File: config.mk
export PLATFORM = sky130hd
export DESIGN_NAME = pool_window_sequencer_flat
export DESIGN_NICKNAME = d
export VERILOG_FILES = /design/src/rtl/pool_window_sequencer_pkg.sv /design/src/rtl/pool_window_sequencer_if.sv /design/src/rtl/pool_window_sequencer_pos_counter.sv /design/src/rtl/pool_window_sequencer.sv /design/src/flat_wrapper.sv
export SDC_FILE = /design/constraint.sdc
export NUM_CORES = 1
export LEC_CHECK = 0
export BUFFER_PORTS_ARGS = -buffer_cell sky130_fd_sc_hd__buf_4
export CAP_MARGIN = 20
export CORE_ASPECT_RATIO = 0.9
export CORE_MARGIN = 1
export CORE_UTILIZATION = 35
export CTS_CLUSTER_SIZE = 25
export DETAILED_ROUTE_END_ITERATION = 12
export MAX_ROUTING_LAYER = met4
export PLACE_DENSITY = 0.53
export SYNTH_ARGS = -nofsm -noshare
export SYNTH_HDL_FRONTEND = slang
export SYNTH_SLANG_ARGS = --single-unit
File: constraint.sdc
create_clock -name clk -period 2.2 [get_ports clk]
set_input_delay 0.22 -clock clk [delete_from_list [all_inputs] [get_ports clk]]
set_output_delay 0.22 -clock clk [all_outputs]
set_load 0.005 [all_outputs]
File: src/rtl/pool_window_sequencer_pkg.sv
// Shared types and defaults for the threshold-pooling window sequencer.
package pool_pkg;

  localparam int POOL_WIN   = 4;
  localparam int POOL_OUT_W = 8;
  localparam int POOL_OUT_H = 8;

  typedef enum logic [2:0] {
    IDLE,
    COLLECT,
    REPLAY,
    RESULT,
    DONE
  } pool_seq_state_t;

endpackage

File: src/rtl/pool_window_sequencer_if.sv
// Sample stream in, pooling-stage drive and pooled-result stream out.
interface pool_window_sequencer_if #(
  parameter int DW    = 8,
  parameter int OUT_W = 8,
  parameter int OUT_H = 8
);
  localparam int CW = $clog2(OUT_W);
  localparam int RW = $clog2(OUT_H);

  logic          conv_valid;
  logic [DW-1:0] conv_data;
  logic          conv_ready;
  logic [DW-1:0] pool_data;
  logic          pool_en;
  logic          out_valid;
  logic          out_ready;
  logic [CW-1:0] out_col;
  logic [RW-1:0] out_row;

  modport master (
    output conv_valid, conv_data, out_ready,
    input  conv_ready, pool_data, pool_en, out_valid, out_col, out_row
  );

  modport slave (
    input  conv_valid, conv_data, out_ready,
    output conv_ready, pool_data, pool_en, out_valid, out_col, out_row
  );
endinterface

File: src/rtl/pool_window_sequencer_pos_counter.sv
// Row-major (row, col) position counter over a W x H map with a last-position flag.
module pool_pos_counter #(
  parameter int W = 8,
  parameter int H = 8
) (
  input  logic                 clk,
  input  logic                 rst_n,
  input  logic                 clr,
  input  logic                 en,
  output logic [$clog2(W)-1:0] col,
  output logic [$clog2(H)-1:0] row,
  output logic                 last
);
  localparam int CW = $clog2(W);
  localparam int RW = $clog2(H);
  localparam logic [CW-1:0] COL_LAST = CW'(W - 1);
  localparam logic [RW-1:0] ROW_LAST = RW'(H - 1);

  logic [CW-1:0] col_reg;
  logic [RW-1:0] row_reg;

  always_ff @(posedge clk) begin
    if (!rst_n || clr) begin
      col_reg <= '0;
      row_reg <= '0;
    end else if (en) begin
      if (col_reg == COL_LAST) begin
        col_reg <= '0;
        // The final position wraps to (0,0), ready for the next frame.
        row_reg <= (row_reg == ROW_LAST) ? '0 : row_reg + 1'b1;
      end else begin
        col_reg <= col_reg + 1'b1;
      end
    end
  end

  assign col  = col_reg;
  assign row  = row_reg;
  assign last = (col_reg == COL_LAST) && (row_reg == ROW_LAST);
endmodule

File: src/rtl/pool_window_sequencer.sv
// Collects 4-sample windows, replays them gap-free to the pooling stage and
// hands each pooled position downstream under valid/ready.
module pool_window_sequencer
  import pool_pkg::*;
#(
  parameter int DW    = 8,
  parameter int WIN   = POOL_WIN,
  parameter int OUT_W = POOL_OUT_W,
  parameter int OUT_H = POOL_OUT_H
) (
  input  logic                    clk,
  input  logic                    rst_n,
  input  logic                    start,
  pool_window_sequencer_if.slave  bus,
  output logic                    busy,
  output logic                    frame_done
);
  localparam int FW = $clog2(WIN);
  localparam logic [FW-1:0] LAST_IDX = FW'(WIN - 1);

  pool_seq_state_t state_reg;
  logic [FW-1:0]   fill_reg;
  logic [FW-1:0]   k_reg;
  logic [FW-1:0]   k_inc;
  logic            conv_ready_reg;
  logic [DW-1:0]   pool_data_reg;
  logic            pool_en_reg;
  logic            out_valid_reg;
  logic            busy_reg;
  logic            frame_done_reg;
  logic [DW-1:0]   buf_w [WIN];
  logic            accept;
  logic            result_take;
  logic            pos_clr;
  logic            pos_last;

  assign accept      = bus.conv_valid && conv_ready_reg;
  assign result_take = (state_reg == RESULT) && bus.out_ready;
  assign pos_clr     = (state_reg == IDLE) && start;
  assign k_inc       = k_reg + 1'b1;

  for (genvar gi = 0; gi < WIN; gi++) begin : g_buf
    logic [DW-1:0] entry_reg;
    always_ff @(posedge clk) begin
      if (accept && fill_reg == FW'(gi)) entry_reg <= bus.conv_data;
    end
    assign buf_w[gi] = entry_reg;
  end

  always_ff @(posedge clk) begin
    if (!rst_n) begin
      state_reg      <= IDLE;
      fill_reg       <= '0;
      k_reg          <= '0;
      conv_ready_reg <= 1'b0;
      pool_data_reg  <= '0;
      pool_en_reg    <= 1'b0;
      out_valid_reg  <= 1'b0;
      busy_reg       <= 1'b0;
      frame_done_reg <= 1'b0;
    end else begin
      frame_done_reg <= 1'b0;
      case (state_reg)
        IDLE: begin
          if (start) begin
            state_reg      <= COLLECT;
            fill_reg       <= '0;
            conv_ready_reg <= 1'b1;
            busy_reg       <= 1'b1;
          end
        end
        COLLECT: begin
          if (accept) begin
            fill_reg <= fill_reg + 1'b1;
            if (fill_reg == LAST_IDX) begin
              // Entry 0 is already stored, so replay can start on the next cycle.
              state_reg      <= REPLAY;
              k_reg          <= '0;
              conv_ready_reg <= 1'b0;
              pool_data_reg  <= buf_w[0];
            end
          end
        end
        REPLAY: begin
          if (k_reg == LAST_IDX) begin
            state_reg     <= RESULT;
            k_reg         <= '0;
            pool_en_reg   <= 1'b0;
            out_valid_reg <= 1'b1;
          end else begin
            k_reg         <= k_inc;
            pool_data_reg <= buf_w[k_inc];
            pool_en_reg   <= (k_inc == LAST_IDX);
          end
        end
        RESULT: begin
          if (bus.out_ready) begin
            out_valid_reg <= 1'b0;
            if (pos_last) begin
              state_reg      <= DONE;
              frame_done_reg <= 1'b1;
            end else begin
              state_reg      <= COLLECT;
              fill_reg       <= '0;
              conv_ready_reg <= 1'b1;
            end
          end
        end
        DONE: begin
          state_reg <= IDLE;
          busy_reg  <= 1'b0;
        end
        default: state_reg <= IDLE;
      endcase
    end
  end

  pool_pos_counter #(.W(OUT_W), .H(OUT_H)) u_pos (
    .clk   (clk),
    .rst_n (rst_n),
    .clr   (pos_clr),
    .en    (result_take),
    .col   (bus.out_col),
    .row   (bus.out_row),
    .last  (pos_last)
  );

  assign bus.conv_ready = conv_ready_reg;
  assign bus.pool_data  = pool_data_reg;
  assign bus.pool_en    = pool_en_reg;
  assign bus.out_valid  = out_valid_reg;
  assign busy           = busy_reg;
  assign frame_done     = frame_done_reg;
endmodule
File: src/flat_wrapper.sv
// flat-port wrapper written by rule: the top's interface ports become plain ports
module pool_window_sequencer_flat import pool_pkg::*;
#(
  parameter int DW    = 8,
  parameter int WIN   = POOL_WIN,
  parameter int OUT_W = POOL_OUT_W,
  parameter int OUT_H = POOL_OUT_H
)
  (clk, rst_n, start, busy, frame_done, bus_conv_valid, bus_conv_data, bus_out_ready, bus_conv_ready, bus_pool_data, bus_pool_en, bus_out_valid, bus_out_col, bus_out_row);
  pool_window_sequencer_if #(.DW(DW), .OUT_W(OUT_W), .OUT_H(OUT_H)) bus_i ();
  input  logic clk;
  input  logic rst_n;
  input  logic start;
  output logic busy;
  output logic frame_done;
  input wire logic [$bits(bus_i.conv_valid)-1:0] bus_conv_valid;
  input wire logic [$bits(bus_i.conv_data)-1:0] bus_conv_data;
  input wire logic [$bits(bus_i.out_ready)-1:0] bus_out_ready;
  output wire logic [$bits(bus_i.conv_ready)-1:0] bus_conv_ready;
  output wire logic [$bits(bus_i.pool_data)-1:0] bus_pool_data;
  output wire logic [$bits(bus_i.pool_en)-1:0] bus_pool_en;
  output wire logic [$bits(bus_i.out_valid)-1:0] bus_out_valid;
  output wire logic [$bits(bus_i.out_col)-1:0] bus_out_col;
  output wire logic [$bits(bus_i.out_row)-1:0] bus_out_row;
  assign bus_i.conv_valid = bus_conv_valid;
  assign bus_i.conv_data = bus_conv_data;
  assign bus_i.out_ready = bus_out_ready;
  assign bus_conv_ready = bus_i.conv_ready;
  assign bus_pool_data = bus_i.pool_data;
  assign bus_pool_en = bus_i.pool_en;
  assign bus_out_valid = bus_i.out_valid;
  assign bus_out_col = bus_i.out_col;
  assign bus_out_row = bus_i.out_row;
  pool_window_sequencer #(.DW(DW), .WIN(WIN), .OUT_W(OUT_W), .OUT_H(OUT_H)) u_core (.clk(clk), .rst_n(rst_n), .start(start), .bus(bus_i), .busy(busy), .frame_done(frame_done));
endmodule
==> results.cfg <==
[pwr]
pwr-share-clk_pct = 45.7
power.share.combinational_pct = 3.3
seq_power_share_pct = 50.9
p_total_mw = 2.30
ir_drop_mv = 0.549
powerDensity_nw_per_um2 = 766
internal-power_mw = 1.83
p_leak_nw = 1.24
swShare_pct = 20.7
switchingPower_mw = 0.476

[cells_and_area]
fillers = 629
n_antenna_cell = 0
nets = 259
area_delta_synth_final_pct = 22.2
drive_gt1_share_pct = 26.1
largest_reg_flops = 32

[clock_tree]
clk_latency_ns = 0.33
cts_resized = 0
cts_buffer_depth = 2
numCtsBuffers = 9
clockRootBuffer = clkbuf_8
clk_pin_slew_ns = 0.07
cts_sinks = 58
cts_setup_buffers = 0
hold_buffers = 0
cts_tree = yes
htree_levels = 3

[route]
drt_iter0_drc = 90
avgRoutedWirePerCell_um = 14.2
wirelength_um = 4710
ant_nets = 0
drc = 0
dr.pass1.iters = 4
vias_per_cell = 4.92
num_vias = 1629

[timing]
hold_violations = 0
min_period_ns = 1.74
rsz0062_at_grt = false
fin_ws_ns = 0.465
fmax_mhz = 576
setup_violations = 0
final_max_slew_viol_count = 0
max_slew_margin_pct = 68.6
worst_pin_slew_ns = 0.468
setup_tns_ns = 0
worst_hold_slack_ns = 0.0845
skew_ns = 0.00796
period_share_pct = 78.9

[floorplan]
die_y_um = 81.6
io_pins = 32
die_area_um2 = 7370
core_um2 = 6690
floorplan.initialDensity_pct = 36.8
row_count = 28
die_x_um = 90.4

[synthesis]
muxShareOfSynthArea_pct = 6.91
syn_nets = 221
synth_edf_count = 32
netlist-cell-type-count = 42
yosysTopAreaCell = edfxtp_1
synthAdderAreaFrac_pct = 5.08
syn_area_um2 = 2460
synth-seq-area-share_pct = 60.2
yosys_warnings = 0
syn_inst = 198
synth.top_cells.by_count = 32 x edfxtp_1, 26 x dfxtp_1, 26 x nand2_1, 11 x a21oi_1
synth_simple_gate_area_share_pct = 13.6
synth_area_leaders = edfxtp_1 39%, dfxtp_1 21%, ha_1 5.1%
yosysMostFrequentCell = edfxtp_1
netlist.area_leader.share_pct = 39.0
synth_xor_area_share_pct = 0
synthArstFlopShare_pct = 0
synth-compound-area-share_pct = 10.8
syn_area_per_cell_um2 = 12.4
yosys_most_used_dff = edfxtp_1
synth_top_family_by_area = simple AND/OR/NAND/NOR gates
ys_ff_latch = 58

[placement]
dp_hpwl_um = 3220
post-place-ws_ns = 0.476
gp_congestion = 0.709
io_buffers = 31

[global_routing]
grt_pass1_wl_um = 7620
antenna_found_initial = 0
grt_max_degree = 23
track_usage_pct = 14.7
first_global_vias = 1518
overflow = 0

[critical_path]
critPathKind = reg2reg
path_cells = or3b_1 > nor3_4 > a221oi_1 > a21oi_1
cp_slowest_stage_delay_ns = 0.65
required_ns = 2.46
path_max_fanout = 10
worstSetupStartpointType = register
slowest_stage = or3b_1
worst_setup_path_end_kind = register
cp.arrival_ns = 2.00

[run]
drv_cap = 0

[status]
status = complete, no violations

[min_path]
hp-class = in2reg
==> logic make-up (layout without fill, tap and decap cells) <==
kind of cell | Yosys count | in the layout
muxes | 12 | 12
buffers and inverters | 16 | 59
AOI/OAI and AO/OA | 41 | 41
and+or+nand+nor | 61 | 61
DFF | 58 | 58
adders and majority gates | 10 | 10
==> critical path: cells and delay by family (launching register included) <==
family	cells	cell delay, ns
compound gates	2	0.28
flops	1	0.45
simple gates	2	0.93
==> power groups by stage <==
stage	clock, mW	combinational, mW	sequential (mW)
CTS	1.09	0.0775	1.17
finish	1.05	0.0768	1.17
global route	1.13	0.0861	1.17
detailed placement	0	0.0771	1.20
global placement	0	0.0768	1.20
floorplan	0	0.0429	1.19
==> metal layers <==
layer	wire (um)	global-route usage (%)	share of wire, %	vias up
met5	0	-	0	-
met4	66	7.74	1.4	0
met3	234	4.81	5.0	7
met2	2230	22.5	47	35
met1	2180	17.5	46	780
li1	-	-	-	807
==> stage by stage <==
stage	cell area, um2	util [%]	instances
floorplan	2460	-	198
global placement	2790	41.7	315
detailed placement	2790	41.7	315
CTS	3010	45.0	331
global route	3010	45.0	331
finish	3010	45.0	331
==> path summary, 6_finish.rpt <==
kind | startpoint | endpoint | slack, ns | cells after the start
max | u_core.state_reg[0]$_SDFFE_PN0P_ | u_core.bus.pool_data[5]$_SDFFE_PN0P_ | 0.46 | 4
min | bus_conv_data[5] | u_core.g_buf[3].entry_reg[5]$_DFFE_PP_ | 0.08 | 1
max reg2reg | u_core.state_reg[0]$_SDFFE_PN0P_ | u_core.bus.pool_data[5]$_SDFFE_PN0P_ | 0.46 | 4
min reg2reg | u_core.bus.pool_en$_SDFFE_PN0P_ | u_core.bus.pool_en$_SDFFE_PN0P_ | 0.46 | 2
==> area by class of cell <==
| type | instances | area, um2 | area share (%) |
|---|---|---|---|
| clock buffer | 9 | 124 | 4.12 |
| clock inverter | 7 | 93.8 | 3.12 |
| inverter | 6 | 22.5 | 0.749 |
| multi-input combinational | 124 | 896 | 29.8 |
| sequential | 58 | 1480 | 49.3 |
| tap | 90 | 113 | 3.74 |
| timing repair buffer | 37 | 278 | 9.23 |
==> cell usage in the layout, fill, tap and decap left out, types with 8 or more instances in the layout <==
master	n
dfxtp_1	26
a21oi_1	11
o21ai_0	10
nor2_1	8
edfxtp_1	32
mux2i_1	8
clkbuf_8	9
nand2_1	26
ha_1	10
buf_4	37
Note: power is estimated with default switching activity, not from simulation.
